===== config.mk =====
export PLATFORM = sky130hd
export DESIGN_NAME = perif_pwm_capture
export DESIGN_NICKNAME = d
export VERILOG_FILES = /design/src/rtl/pck_memory_map.sv /design/src/rtl/pck_registers.sv /design/src/rtl/sync_edge_det.sv /design/src/rtl/perif_pwm_capture.sv
export SDC_FILE = /design/constraint.sdc
export NUM_CORES = 1
export LEC_CHECK = 0
export CAP_MARGIN = 25
export CORE_ASPECT_RATIO = 0.6
export CORE_MARGIN = 5
export CORE_UTILIZATION = 61
export DETAILED_ROUTE_END_ITERATION = 8
export GPL_TIMING_DRIVEN = 0
export PLACE_DENSITY = 0.95
export REMOVE_ABC_BUFFERS = 1
export SETUP_SLACK_MARGIN = 0.02
export SLEW_MARGIN = 0
export SYNTH_ARGS = -nofsm -noshare
export SYNTH_HDL_FRONTEND = slang
export SYNTH_SLANG_ARGS = --single-unit

===== constraint.sdc =====
create_clock -name i_clk -period 7.5 [get_ports i_clk]
set_input_delay 1.5 -clock i_clk [delete_from_list [all_inputs] [get_ports i_clk]]
set_output_delay 1.5 -clock i_clk [all_outputs]
set_load 0.02 [all_outputs]

===== src/rtl/pck_memory_map.sv =====
// Word offsets of the PWM capture registers inside its 1 KiB window.
// Offsets are word addresses, compared against i_addr[9:2].
// Anything not listed here is undecoded and withdraws the ack.
package pck_memory_map;

  localparam logic [7:0] PWMCAP_CONFIG_OFFSET = 8'h00;
  localparam logic [7:0] PWMCAP_STATUS_OFFSET = 8'h01;
  localparam logic [7:0] PWMCAP_PERIOD_OFFSET = 8'h02;
  localparam logic [7:0] PWMCAP_HIGH_OFFSET   = 8'h03;

endpackage


===== src/rtl/pck_registers.sv =====
// Register layouts and measurement FSM encoding for the PWM capture block.
// The state encoding is visible to software through STATUS[5:4].
// Pure type/function package, no timing involved.
package pck_registers;

  typedef enum logic [1:0] {
    ST_IDLE      = 2'd0,
    ST_WAIT_RISE = 2'd1,
    ST_HIGH      = 2'd2,
    ST_LOW       = 2'd3
  } pwmcap_state_e;

  // CONFIG[7:0]
  typedef struct packed {
    logic [3:0] scale;
    logic       irq_en;
    logic       invert;
    logic       oneshot;
    logic       en;
  } pwmcap_config_t;

  // STATUS[2:0], all write-one-to-clear
  typedef struct packed {
    logic overrun;
    logic overflow;
    logic valid;
  } pwmcap_status_t;

  function automatic logic [31:0] pwmcap_status_word(input pwmcap_status_t sts,
                                                     input pwmcap_state_e  st);
    return {26'd0, st, 1'b0, sts};
  endfunction

endpackage


===== src/rtl/sync_edge_det.sv =====
// Purpose: bring the async PWM pin into i_clk and flag its (optionally inverted) edges.
// Latency: edge pulses are high in the 3rd cycle after the pin changes.
// Backpressure: none, free-running one-cycle pulses.
module sync_edge_det (
  input  logic i_clk,
  input  logic i_rst_n,
  input  logic i_async,
  input  logic i_invert,
  output logic o_rise,
  output logic o_fall
);

  logic sync1;
  logic sync2;
  logic prev;
  logic lvl;
  logic lvl_prev;

  // Two-flop synchronizer followed by the edge-detect history flop
  always_ff @(posedge i_clk or negedge i_rst_n) begin
    if (!i_rst_n) begin
      sync1 <= 1'b0;
      sync2 <= 1'b0;
      prev  <= 1'b0;
    end else begin
      sync1 <= i_async;
      sync2 <= sync1;
      prev  <= sync2;
    end
  end

  // Invert applied to both taps so toggling it never fabricates an edge
  assign lvl      = sync2 ^ i_invert;
  assign lvl_prev = prev ^ i_invert;
  assign o_rise   = lvl & ~lvl_prev;
  assign o_fall   = ~lvl & lvl_prev;

endmodule


===== src/rtl/perif_pwm_capture.sv =====
// Purpose: measure period and high time of an async PWM input, register-mapped.
// Latency: read data one cycle after i_rd_en; edges seen 3 cycles after the pin moves.
// Backpressure: never busy; ack withdrawn only after an access to an undecoded address.
module perif_pwm_capture
  import pck_memory_map::*, pck_registers::*;
#(
  parameter int p_cnt_width = 16
) (
  input  logic        i_clk,
  input  logic        i_rst_n,
  input  logic [9:2]  i_addr,
  input  logic [3:0]  i_be,
  input  logic        i_wr_en,
  input  logic [31:0] i_wr_data,
  input  logic        i_rd_en,
  output logic [31:0] o_rd_data,
  output logic        o_busy,
  output logic        o_ack,
  input  logic        i_pwm_in,
  output logic        o_cap_irq
);

  localparam logic [p_cnt_width-1:0] CNT_MAX = '1;
  localparam logic [p_cnt_width-1:0] CNT_ONE = {{(p_cnt_width-1){1'b0}}, 1'b1};

  pwmcap_config_t        cfg_q;
  pwmcap_status_t        sts_q;
  pwmcap_state_e         state_q;
  pwmcap_state_e         state_d;
  logic [p_cnt_width-1:0] per_cnt;
  logic [p_cnt_width-1:0] hi_cnt;
  logic [p_cnt_width-1:0] hi_shadow;
  logic [p_cnt_width-1:0] period_q;
  logic [p_cnt_width-1:0] high_q;
  logic [p_cnt_width-1:0] tick_w;
  logic [14:0]            pre_cnt;
  logic [14:0]            pre_top;
  logic                   tick;
  logic                   rise;
  logic                   fall;
  logic                   cap;
  logic                   ovf;
  logic                   sh_ld;
  logic                   clr_cnt;
  logic                   hit_cfg;
  logic                   hit_sts;
  logic                   hit_per;
  logic                   hit_high;
  logic                   addr_ok;
  logic                   wr_cfg;
  logic                   wr_sts;
  logic                   wr_ack_q;
  logic                   rd_ack_q;
  logic [31:0]            rd_mux;
  logic                   unused_bus_bits;

  assign unused_bus_bits = ^{i_be[3:1], i_wr_data[31:8]};

  sync_edge_det u_sync (
    .i_clk    (i_clk),
    .i_rst_n  (i_rst_n),
    .i_async  (i_pwm_in),
    .i_invert (cfg_q.invert),
    .o_rise   (rise),
    .o_fall   (fall)
  );

  assign hit_cfg  = (i_addr == PWMCAP_CONFIG_OFFSET);
  assign hit_sts  = (i_addr == PWMCAP_STATUS_OFFSET);
  assign hit_per  = (i_addr == PWMCAP_PERIOD_OFFSET);
  assign hit_high = (i_addr == PWMCAP_HIGH_OFFSET);
  assign addr_ok  = hit_cfg | hit_sts | hit_per | hit_high;
  assign wr_cfg   = i_wr_en & hit_cfg & i_be[0];
  assign wr_sts   = i_wr_en & hit_sts & i_be[0];

  // Prescaler wraps every 2^scale cycles; tick marks the last cycle of each window
  assign pre_top = 15'((32'd1 << cfg_q.scale) - 32'd1);
  assign tick    = (pre_cnt == pre_top);
  assign tick_w  = {{(p_cnt_width-1){1'b0}}, tick};

  // Prescaler restarts on every rising edge so windows align to the measurement start
  always_ff @(posedge i_clk or negedge i_rst_n) begin
    if (!i_rst_n) begin
      pre_cnt <= '0;
    end else if (rise || tick) begin
      pre_cnt <= '0;
    end else begin
      pre_cnt <= pre_cnt + 15'd1;
    end
  end

  // Measurement FSM state register
  always_ff @(posedge i_clk or negedge i_rst_n) begin
    if (!i_rst_n) begin
      state_q <= ST_IDLE;
    end else begin
      state_q <= state_d;
    end
  end

  // Next state plus capture/abort strobes; a saturated period counter beats any edge
  always_comb begin
    state_d = state_q;
    cap     = 1'b0;
    ovf     = 1'b0;
    sh_ld   = 1'b0;
    if (!cfg_q.en) begin
      state_d = ST_IDLE;
    end else begin
      case (state_q)
        ST_IDLE: state_d = ST_WAIT_RISE;
        ST_WAIT_RISE: begin
          if (rise) state_d = ST_HIGH;
        end
        ST_HIGH: begin
          if (per_cnt == CNT_MAX) begin
            ovf     = 1'b1;
            state_d = ST_WAIT_RISE;
          end else if (fall) begin
            sh_ld   = 1'b1;
            state_d = ST_LOW;
          end
        end
        ST_LOW: begin
          if (per_cnt == CNT_MAX) begin
            ovf     = 1'b1;
            state_d = ST_WAIT_RISE;
          end else if (rise) begin
            cap     = 1'b1;
            state_d = cfg_q.oneshot ? ST_IDLE : ST_HIGH;
          end
        end
        default: state_d = ST_IDLE;
      endcase
    end
  end

  assign clr_cnt = ((state_q != ST_HIGH) && (state_q != ST_LOW)) || cap || ovf || !cfg_q.en;

  // Period counter runs through HIGH and LOW, high counter only through HIGH
  always_ff @(posedge i_clk or negedge i_rst_n) begin
    if (!i_rst_n) begin
      per_cnt <= '0;
      hi_cnt  <= '0;
    end else if (clr_cnt) begin
      per_cnt <= '0;
      hi_cnt  <= '0;
    end else if (tick) begin
      per_cnt <= per_cnt + CNT_ONE;
      if (state_q == ST_HIGH) hi_cnt <= hi_cnt + CNT_ONE;
    end
  end

  // Shadow and result registers; the edge-cycle tick is folded in so counts are floor(dt/2^scale)
  always_ff @(posedge i_clk or negedge i_rst_n) begin
    if (!i_rst_n) begin
      hi_shadow <= '0;
      period_q  <= '0;
      high_q    <= '0;
    end else begin
      if (sh_ld) hi_shadow <= hi_cnt + tick_w;
      if (cap) begin
        period_q <= per_cnt + tick_w;
        high_q   <= hi_shadow;
      end
    end
  end

  // CONFIG write; oneshot completion drops en after any software write in the same cycle
  always_ff @(posedge i_clk or negedge i_rst_n) begin
    if (!i_rst_n) begin
      cfg_q <= '0;
    end else begin
      if (wr_cfg) cfg_q <= pwmcap_config_t'(i_wr_data[7:0]);
      if (cap && cfg_q.oneshot) cfg_q.en <= 1'b0;
    end
  end

  // STATUS sticky bits: hardware set wins over a coincident write-one-to-clear
  always_ff @(posedge i_clk or negedge i_rst_n) begin
    if (!i_rst_n) begin
      sts_q <= '0;
    end else begin
      if (cap)                         sts_q.valid <= 1'b1;
      else if (wr_sts && i_wr_data[0]) sts_q.valid <= 1'b0;
      if (ovf)                         sts_q.overflow <= 1'b1;
      else if (wr_sts && i_wr_data[1]) sts_q.overflow <= 1'b0;
      if (cap && sts_q.valid)          sts_q.overrun <= 1'b1;
      else if (wr_sts && i_wr_data[2]) sts_q.overrun <= 1'b0;
    end
  end

  // Read multiplexer, results zero-extended
  always_comb begin
    rd_mux = '0;
    case (i_addr)
      PWMCAP_CONFIG_OFFSET: rd_mux = {24'd0, cfg_q};
      PWMCAP_STATUS_OFFSET: rd_mux = pwmcap_status_word(sts_q, state_q);
      PWMCAP_PERIOD_OFFSET: rd_mux = 32'(period_q);
      PWMCAP_HIGH_OFFSET:   rd_mux = 32'(high_q);
      default:              rd_mux = '0;
    endcase
  end

  // Registered read data and ack flags; an undecoded access withdraws the next ack
  always_ff @(posedge i_clk or negedge i_rst_n) begin
    if (!i_rst_n) begin
      o_rd_data <= '0;
      wr_ack_q  <= 1'b0;
      rd_ack_q  <= 1'b0;
    end else begin
      if (i_rd_en) o_rd_data <= rd_mux;
      wr_ack_q <= !(i_wr_en && !addr_ok);
      rd_ack_q <= !(i_rd_en && !addr_ok);
    end
  end

  assign o_ack     = (i_wr_en & wr_ack_q) | (i_rd_en & rd_ack_q);
  assign o_busy    = 1'b0;
  assign o_cap_irq = cfg_q.irq_en & (sts_q.valid | sts_q.overflow);

endmodule


# After elaboration in Yosys (flattened, before gate mapping)
# Index checks and enable logic that the tools add are counted.
word_totals:
  register_bits: 145
  input_bits: 49
  out_inout_bits: 35
classes:
  add_sub_neg: 6
  eq_ne: 13
  shift: 1
  mux: 34
  n_bitwise: 18
  reduce_logical: 27
op_table:
  columns: ["operator", "n"]
  rows:
  - ["2-to-1 mux 16 bit", 5]
  - ["case mux 16 bit (4 select lines)", 1]
  - ["adder 16 x 1 -> 16 bit", 2]
  - ["adder 16 x 1 -> 16 bit, second input constant", 2]
  - ["2-to-1 mux 1 bit", 19]
  - ["== test 16 bit, second input constant", 1]
  - ["== test 8 x 2 -> 1 bit, second input constant", 2]
  - ["adder 15 x 1 -> 15 bit, second input constant", 1]
  - ["== test 15 bit", 1]
  - ["2-to-1 mux 15 bit", 1]
  - ["left shift 1 x 4 -> 15 bit, first input constant", 1]
  - ["subtractor 15 x 1 -> 15 bit, second input constant", 1]
  - ["2-to-1 mux 2 bit", 7]
  - ["nonzero test 2 bit", 6]
  - ["AND 1 bit", 9]
  - ["== test 8 x 1 -> 1 bit, second input constant", 1]
  - ["logical AND 1 bit", 8]
  - ["zero test 8 bit", 1]
  - ["inequality test 4 bit, second input constant", 2]
  - ["case mux 2 bit (4 select lines)", 1]
  - ["OR 1 bit", 5]
  - ["== test 2 bit, second input constant", 2]
  - ["zero test 1 bit", 4]
  - ["logical OR 1 bit", 4]
  - ["other kinds (9)", 12]

# Longest topological paths before layout
# Gate-level depths: netlist of the first run.
logic_depth:
  depth_word: 12
  ltp_mapped: 22

# Hierarchy
# A second synthesis of the first run with hierarchy kept.
unflattened:
  hier_cells: 773
  hier_area_um2: 7633.6
modules_own_cells:
  columns: ["module", "instances", "cells_each", "area_per_inst_um2", "seq_area_each_um2"]
  rows:
  - ["perif_pwm_capture", 1, 766, 7524.7, 3153.0]
  - ["sync_edge_det", 1, 7, 108.9, 75.1]

# Worst setup path before layout of the first run
# Ideal clock, no wire load.
synth_timing:
  path_type: "register to register"
  startpoint: "reg cfg_q[6] (netlist name)"
  endpoint: "reg hi_shadow[14]"
  setup_ps: 137
  t_arrival_ps: 3633
  required_time_ps: 7363
  path_slack_ps: 3730
  path_stages_with_launch: 21
  n_path_buf: 6
  period_less_slack_ps: 3770
  cell_sequence: "dfrtp_1 buf_4 buf_4 nand3b_1 ha_1 buf_4 buf_6 a21oi_1 o2bb2ai_1 nor4_4 nand4bb_4 buf_6 buf_2 inv_1 ha_1 ha_1 inv_1 or2_2 nor3_1 xnor2_1 a21oi_1"
synth_between:
  elab_chain_len: 4
synth_rtl:
  columns: ["item", "line_no", "source"]
  rows:
  - ["start: declaration", "perif_pwm_capture.sv:26", "pwmcap_config_t cfg_q;"]
  - ["start signal: assignment", "perif_pwm_capture.sv:174", "if (wr_cfg) cfg_q <= pwmcap_config_t'(i_wr_data[7:0]);"]
  - ["left shift 1 x 4 -> 15 bit", "perif_pwm_capture.sv:77", "assign pre_top = 15'((32'd1 << cfg_q.scale) - 32'd1);"]
  - ["subtractor 15 x 1 -> 15 bit", "perif_pwm_capture.sv:77", null]
  - ["== test 15 bit", "perif_pwm_capture.sv:78", "assign tick = (pre_cnt == pre_top);"]
  - ["adder 16 x 1 -> 16 bit", "perif_pwm_capture.sv:161", "if (sh_ld) hi_shadow <= hi_cnt + tick_w;"]
  - ["end signal: assignment", "perif_pwm_capture.sv:161", null]
  - ["end: declaration", "perif_pwm_capture.sv:32", "logic [p_cnt_width-1:0] hi_shadow;"]
# Every way passes these cells.
# A chain may end at the register's enable or synchronous reset.

# Worst setup path in the final report of the first run
layout_timing:
  startpoint: "reg cfg_q[7] (netlist name)"
  endpoint: "reg period_q[15]"
layout_between:
  elab_chain_len: 4
layout_rtl:
  columns: ["item", "line_no", "source"]
  rows:
  - ["left shift 1 x 4 -> 15 bit", "perif_pwm_capture.sv:77", null]
  - ["subtractor 15 x 1 -> 15 bit", "perif_pwm_capture.sv:77", null]
  - ["== test 15 bit", "perif_pwm_capture.sv:78", null]
  - ["adder 16 x 1 -> 16 bit", "perif_pwm_capture.sv:163", "period_q <= per_cnt + tick_w;"]
  - ["end signal: assignment", "perif_pwm_capture.sv:163", null]
  - ["end: declaration", "perif_pwm_capture.sv:33", "logic [p_cnt_width-1:0] period_q;"]
# Every way passes these cells.

==> summary.md, run 1 <==
| Metric | Value |
|---|---|
| Status | finished clean |
| Setup_tns | 0 ns |
| Proportion of synthesized flip-flops having asynchronous set or reset | 100% |
| CTS sink cnt | 129 |
| Count of flip-flops with a built-in enable after synthesis | 0 |
| Wire length on met2 | 8.19 mm |
| Maximum buffer depth of the clock tree | 2 |
| Mean number of vias per cell | 6.33 |
| Height of the die | 93.1 um |
| Endpoint type of the worst setup path | register |
| Core footprint | 11300 sq um |
| Most frequent cells after synthesis | dfrtp_1 (129), nor2_1 (84), a21oi_1 (64) |
| Clock transition at path regs | 0.06 ns |
| Top-Level Pins | 84 |
| Top layer in use | met4 |
| All-Layer GR Usage | 26.7% |
| Startpoint types | register |
| Max cap viols | 0 |
| Initial detailed-routing violation count | 730 |
| Number of failing hold endpoints at the final stage | 0 |
| Worst IR Drop VDD | 0.137 mV |
| Actual slew at the worst max-slew pin | 0.887 ns |
| Syn Area/Cell | 9.61 sq um |
| Predominant post-synthesis flop cell | dfrtp_1 |
| Worst hold margin | 0.348 ns |
| Post-DRT Antenna Nets | 0 |
| Layout cell share with drive strength beyond 1 | 10.7% |
| Source-to-sink clock delay at the later pin of the worst-skew pair | 0.42 ns |
| Clock tree from TritonCTS | done |
| Cell taking the most area after synthesis | dfrtp_1 |
| Crit Path Category | reg2reg |
| Grt ovf | 0 |
| Leading post-synthesis cells by cell area | dfrtp_1 (46%), a21oi_1 (4.6%), nor2_1 (4.5%), mux2_2 (4.3%), xnor2_1 (3.9%) |
| Average wire per standard cell | 19.5 um |
| Growth of design area from synthesis to finish | 15.3% |
| Die Footprint | 13800 sq um |
| Unrepaired setup endpoints after global routing | false |
| Final-report max-slew violation count | 0 |
| Pwr dens | 223 nW/um^2 |
| Pin count of the biggest net entering global routing | 105 |
| Wire length on met1 | 7.54 mm |
| Register cell area after layout | 3230 sq um |
| Most common cell in the netlist | dfrtp_1 |
| Number of buffers created by CTS | 17 |
| Post-synthesis instance area | 7030 sq um |
| Number of nets in the layout | 810 |
| Number of levels in the clock H-tree | 4 |
| Global-route wire length before repair | 29.2 mm |
| Highest Clock Rate | 0.176 GHz |
| Cells after Synth | 731 |
| Amount of wire on met3 after detailed routing | 1.85 mm |
| Final Wtd Congestion | 0.945 |
| Ant diodes | 0 |
| Total leakage power | 3.39 nW |
| Area fraction of the dominant cell type after synthesis | 45.9% |
| Non-filler instance count after layout | 924 |
| Multi-input logic area | 3400 sq um |
| Data required time of the worst path | 7.85 ns |
| Number of gates resized after CTS | 0 |
| Total of warnings raised by yosys | 0 |
| Relative slew margins | 40.7% |
| Number of post-CTS setup repair buffers | 0 |
| Root Driver | clkbuf_16 |
| Shortest clock period the worst path allows after layout | 5.69 ns |
| Sum of internal, switching and leakage power | 1.81 mW |
| Hold WC Path Type | reg2reg |
| Initial standard-cell utilization of the core | 62.2% |
| Width of the chip | 149 um |
| Initial antenna violation count | 0 |
| Setup-failing EPs final | 0 |
| Cell area after layout | 8100 sq um |
| Std-Cell Rows | 30 |
| Post-synthesis cell type count | 61 |
| Vias in the first global route | 5729 |
| Worst EP arrival | 6.03 ns |
| Post-synthesis sequential element count | 129 |
| Fraction of the cycle the final worst path needs | 75.8% |
| Cell count after placement | 891 |
| Sequential area share after synthesis | 45.9% |
| Routed wire length | 18.0 mm |
| Hpwl dp | 11.7 mm |
| Remaining DRCs | 0 |
| Router iterations before antenna repair | 6 |
| Max FO, Critical Path | 58 |
| Post-place instance area | 7420 sq um |
| Fillers | 738 |
| Count of buffers inserted at the top-level ports | 39 |
| Number of buffers inserted by hold repair at cts | 0 |
| Total via count after detailed routing | 5849 |
| Layout Skew | 0.00857 ns |
## worst max-delay path, cell delays in order (launching register included)
cell	delay, ns
dfrtp_1	0.87
nor2_1	0.23
nand3b_1	0.15
ha_1	0.66
and4bb_2	0.32
o21ai_0	0.23
a221oi_1	0.17
nor4_4	0.37
nand4bb_4	0.65
inv_1	0.51
ha_1	0.24
nand2_1	0.10
nor2_1	0.26
nand3_1	0.22
nor2_1	0.23
nand2_1	0.10
xor2_1	0.14
a21oi_1	0.13
## per-stage QoR
| stage | worst slack (ns) | util [%] |
|---|---|---|
| finish | 1.81 | 71.7 |
| global route | 1.32 | 71.7 |
| CTS | 1.95 | 71.4 |
| detailed placement | 2.13 | 65.6 |
| global placement | 0.0619 | 64.8 |
| floorplan | 3.15 | - |
## layer usage
layer	track usage, %	vias to the layer above
met5	0	-
met4	8.38	0
met3	6.54	49
met2	41.8	376
met1	37.1	2842
li1	-	2582
## cells in the final DEF, fill, tap and decap left out, types with 11 or more instances in the layout
master           count
clkdlybuf4s50_1     38
inv_1               31
o22ai_1             15
and3_1              11
a21oi_1             64
xor2_1              19
o21ai_0             21
mux2_2              27
nor2_1              83
xnor2_1             31
or4_1               19
nand2_1             52
mux2i_1             12
conb_1              17
dfrtp_1            129
clkbuf_16           17
o31ai_1             18
nand3_1             30
## cell families after synthesis
family                   count (synthesis)  synth area share [%]
multiplexers                            44                  7.64
AND/OR/NAND/NOR                        257                  18.6
flip-flops                             129                  45.9
XOR/XNOR                                50                  6.23
AO/OA/AOI/OAI                          150                  13.2
buffers and inverters                   91                  6.71
other                                    1                0.0534
adder cells (fa/ha/maj)                  9                  1.60
## registers in the layout, indices dropped and copies added (netlist names), 2 cells and up
| register | count |
|---|---|
| hi_cnt | 16 |
| hi_shadow | 16 |
| high_q | 16 |
| o_rd_data | 16 |
| per_cnt | 16 |
| period_q | 16 |
| pre_cnt | 15 |
| cfg_q | 8 |
| sts_q | 3 |
| state_q | 2 |
## report_power, final
part / internal (mW) / switching (mW) / leakage (nW) / total [mW]
logic: 0.0540 / 0.101 / 1.30 / 0.155
clock network: 0.613 / 0.309 / 0.319 / 0.922
registers: 0.708 / 0.0221 / 1.77 / 0.730
total: 1.38 / 0.433 / 3.39 / 1.81
## worst paths after layout
check	startpoint	endpoint	slack, ns	depth (start not counted)
setup / recovery	cfg_q[7]$_DFFE_PN0P_	period_q[15]$_DFFE_PN0P_	1.81	17
hold / removal	u_sync.sync1$_DFF_PN0_	u_sync.sync2$_DFF_PN0_	0.35	0
setup reg to reg	cfg_q[7]$_DFFE_PN0P_	period_q[15]$_DFFE_PN0P_	1.81	17
hold reg to reg	u_sync.sync1$_DFF_PN0_	u_sync.sync2$_DFF_PN0_	0.35	0
max in group asynchronous	i_rst_n	o_rd_data[8]$_DFFE_PN0P_	5.78	2
min in group asynchronous	i_rst_n	hi_cnt[3]$_DFFE_PN0P_	0.94	1
## area by class of cell
class	count	area share, %
clock buffer	21	5.81
clock inverter	10	2.24
inverter	32	1.48
multi-input combinational	527	42.0
sequential	129	39.9
tap	160	2.47
timing repair buffer	45	6.19
No activity file was read; power rests on OpenSTA's default activity.
==> run 2: changes to the inputs <==
--- a/config.mk
+++ b/config.mk
@@ -8,10 +8,10 @@
 export CAP_MARGIN = 25
 export CORE_ASPECT_RATIO = 0.6
 export CORE_MARGIN = 5
-export CORE_UTILIZATION = 61
+export CORE_UTILIZATION = 56
 export DETAILED_ROUTE_END_ITERATION = 8
 export GPL_TIMING_DRIVEN = 0
-export PLACE_DENSITY = 0.95
+export PLACE_DENSITY = 0.9
 export REMOVE_ABC_BUFFERS = 1
 export SETUP_SLACK_MARGIN = 0.02
 export SLEW_MARGIN = 0
==> constraint.sdc (replaced) <==
create_clock -name i_clk -period 5.8 [get_ports i_clk]
set_input_delay 1.16 -clock i_clk [delete_from_list [all_inputs] [get_ports i_clk]]
set_output_delay 1.16 -clock i_clk [all_outputs]
set_load 0.02 [all_outputs]
==> summary.md, run 2 (same netlist as run 1, synthesis figures left out) <==
| Metric | Value |
|---|---|
| Global-route wire length before repair | 27.8 mm |
| Fillers | 902 |
| Number of levels in the clock H-tree | 4 |
| Startpoint of the most critical hold path | u_sync.sync1$_DFF_PN0_ |
| Core footprint | 12200 sq um |
| Worst EP arrival | 5.59 ns |
| Initial standard-cell utilization of the core | 57.7% |
| Clock tree from TritonCTS | done |
| Hold WC Path Type | reg2reg |
| Grt ovf | 0 |
| Internal portion of total power | 1.64 mW |
| Seq pwr share | 42.3% |
| Ant diodes | 0 |
| Max cap viols | 0 |
| Proportion of power drawn by the clock network | 48.4% |
| Final Wtd Congestion | 0.869 |
| Status | finished clean |
| Pwr dens | 276 nW/um^2 |
| Startpoint of the worst-slack reg-to-reg timing path | cfg_q[6]$_DFFE_PN0P_ |
| Fraction of the core area covered by cells at the end of the flow | 66.2% |
| Unrepaired setup endpoints after global routing | false |
| Average wire per standard cell | 18.5 um |
| Total via count after detailed routing | 5664 |
| Number of buffers created by CTS | 17 |
| WHS Path Cells | 0 |
| Setup-failing EPs final | 0 |
| Logic pwr share | 9.3% |
| Data required time of the worst path | 6.14 ns |
| Met2 usage in global routing | 32.6% |
| Top-Level Pins | 84 |
| Commonest non-fill, non-tap cell in the layout | dfrtp_1 |
| Final-report max-slew violation count | 0 |
| Remaining DRCs | 0 |
| CTS sink cnt | 129 |
| Height of the die | 96.8 um |
| Width of the chip | 155 um |
| Post-DRT Antenna Nets | 0 |
| Crit Path Category | reg2reg |
| Startpoint types | register |
| Fraction of the cycle the final worst path needs | 90.4% |
| Vias in the first global route | 5357 |
| Count of buffers inserted at the top-level ports | 39 |
| Switching power | 589 uW |
| Clock transition at path regs | 0.06 ns |
| Initial antenna violation count | 0 |
| All-Layer GR Usage | 22.9% |
| Endpoint of the worst-slack reg-to-reg timing path | period_q[15]$_DFFE_PN0P_ |
| Maximum buffer depth of the clock tree | 2 |
| Commonest cells after routing, fill and taps aside | dfrtp_1 (128), nor2_1 (83), a21oi_1 (64) |
| Root Driver | clkbuf_16 |
| Die Footprint | 15000 sq um |
| Number of post-CTS setup repair buffers | 0 |
| Reg-to-reg slack, setup | 0.56 ns |
| Relative slew margins | 32.0% |
| Pin count of the biggest net entering global routing | 103 |
| Source-to-sink clock delay at the later pin of the worst-skew pair | 0.42 ns |
| GR peak layer | met1 |
| End point of the most critical hold path | u_sync.sync2$_DFF_PN0_ |
| Worst IR Drop VDD | 0.178 mV |
| Global-route met1 utilization | 33.0% |
| Worst hold margin | 0.365 ns |
| Shortest clock period the worst path allows after layout | 5.24 ns |
| Growth of design area from synthesis to finish | 14.8% |
| Length in cells of the worst reg-to-reg path | 16 |
| Routed wire length | 17.3 mm |
| Highest Clock Rate | 0.191 GHz |
| Endpoint type of the worst setup path | register |
| Total leakage power | 3.35 nW |
| Layout cell share with drive strength beyond 1 | 11.2% |
| Layout Skew | 0.0130 ns |
| Mean number of vias per cell | 6.08 |
| Number of nets in the layout | 811 |
| Hpwl dp | 11.2 mm |
| Std-Cell Rows | 31 |
| Initial detailed-routing violation count | 629 |
| Max FO, Critical Path | 29 |
| Router iterations before antenna repair | 7 |
| Met3 Resource Use GR | 8.21% |
| Switching part of the total power | 26.5% |
| Number of failing hold endpoints at the final stage | 0 |
| Actual slew at the worst max-slew pin | 1.01 ns |
-- run 2: cell type report --
class                   instances  area, sq um  share of cell area [%]
flip-flops and latches        129         3230                    40.0
inverters                      32          120                    1.49
well taps                     165          206                    2.56
repair buffers                 45          504                    6.25
clock inverters                14          154                    1.91
multi-input cells             528         3410                    42.3
clock buffers                  18          439                    5.44
-- run 2: power groups by stage --
| stage | sequential, mW | combinational, mW | clock, mW |
|---|---|---|---|
| after floorplan | 0.950 | 0.118 | 0 |
| after global placement | 0.956 | 0.183 | 0 |
| after detailed placement | 0.957 | 0.191 | 0 |
| after CTS | 0.941 | 0.193 | 1.09 |
| after global routing | 0.943 | 0.229 | 1.13 |
| final | 0.941 | 0.207 | 1.08 |
-- run 2: metrics by stage --
stage	std cells	area (sq um)	worst slack, ns	setup TNS (ns)	power (mW)
after floorplan	688	6730	1.45	0	1.07
after global placement	892	7330	-1.42	-181.93	1.14
after detailed placement	897	7430	0.409	0	1.15
after CTS	929	8020	0.311	0	2.22
after global routing	931	8070	0.224	0	2.30
final	931	8070	0.555	0	2.23
-- run 2: layer usage --
metal | routed length, um | part of all wire (%)
met1 | 7510 | 44
met2 | 7570 | 44
met3 | 1830 | 11
met4 | 341 | 2.0
met5 | 0 | 0
-- run 2: worst max-delay path by stage --
stage | startpoint | end | slack [ns]
after global routing | cfg_q[6]$_DFFE_PN0P_ | period_q[15]$_DFFE_PN0P_ | 0.22
after detailed placement | cfg_q[7]$_DFFE_PN0P_ | period_q[15]$_DFFE_PN0P_ | 0.41
after CTS | cfg_q[7]$_DFFE_PN0P_ | period_q[15]$_DFFE_PN0P_ | 0.31
final | cfg_q[6]$_DFFE_PN0P_ | period_q[15]$_DFFE_PN0P_ | 0.56
after floorplan | cfg_q[7]$_DFFE_PN0P_ | hi_shadow[14]$_DFFE_PN0P_ | 1.45
after global placement | i_rst_n | o_rd_data[13]$_DFFE_PN0P_ | -1.42
-- run 2: critical path, cell delays in order, from the launching register on --
cell and delay (ns):
dfrtp_1 0.81, nand3b_1 0.20, ha_1 0.62, and2b_1 0.25, o22ai_1 0.11, a22o_1 0.30
nor4_4 0.52, nand4bb_4 0.44, inv_1 0.37, ha_1 0.23, nand2_1 0.10, nor2_1 0.32
nand3_1 0.25, nor2_1 0.23, nand2_1 0.10, xor2_1 0.16, a21oi_1 0.15
-- run 2: repair_timing --
| action | 4_1_cts | 5_1_grt |
|---|---|---|
| hold buffers | 0 | 0 |
| resized for setup | 0 | 1 |
| setup endpoints to repair | 0 | 9 |
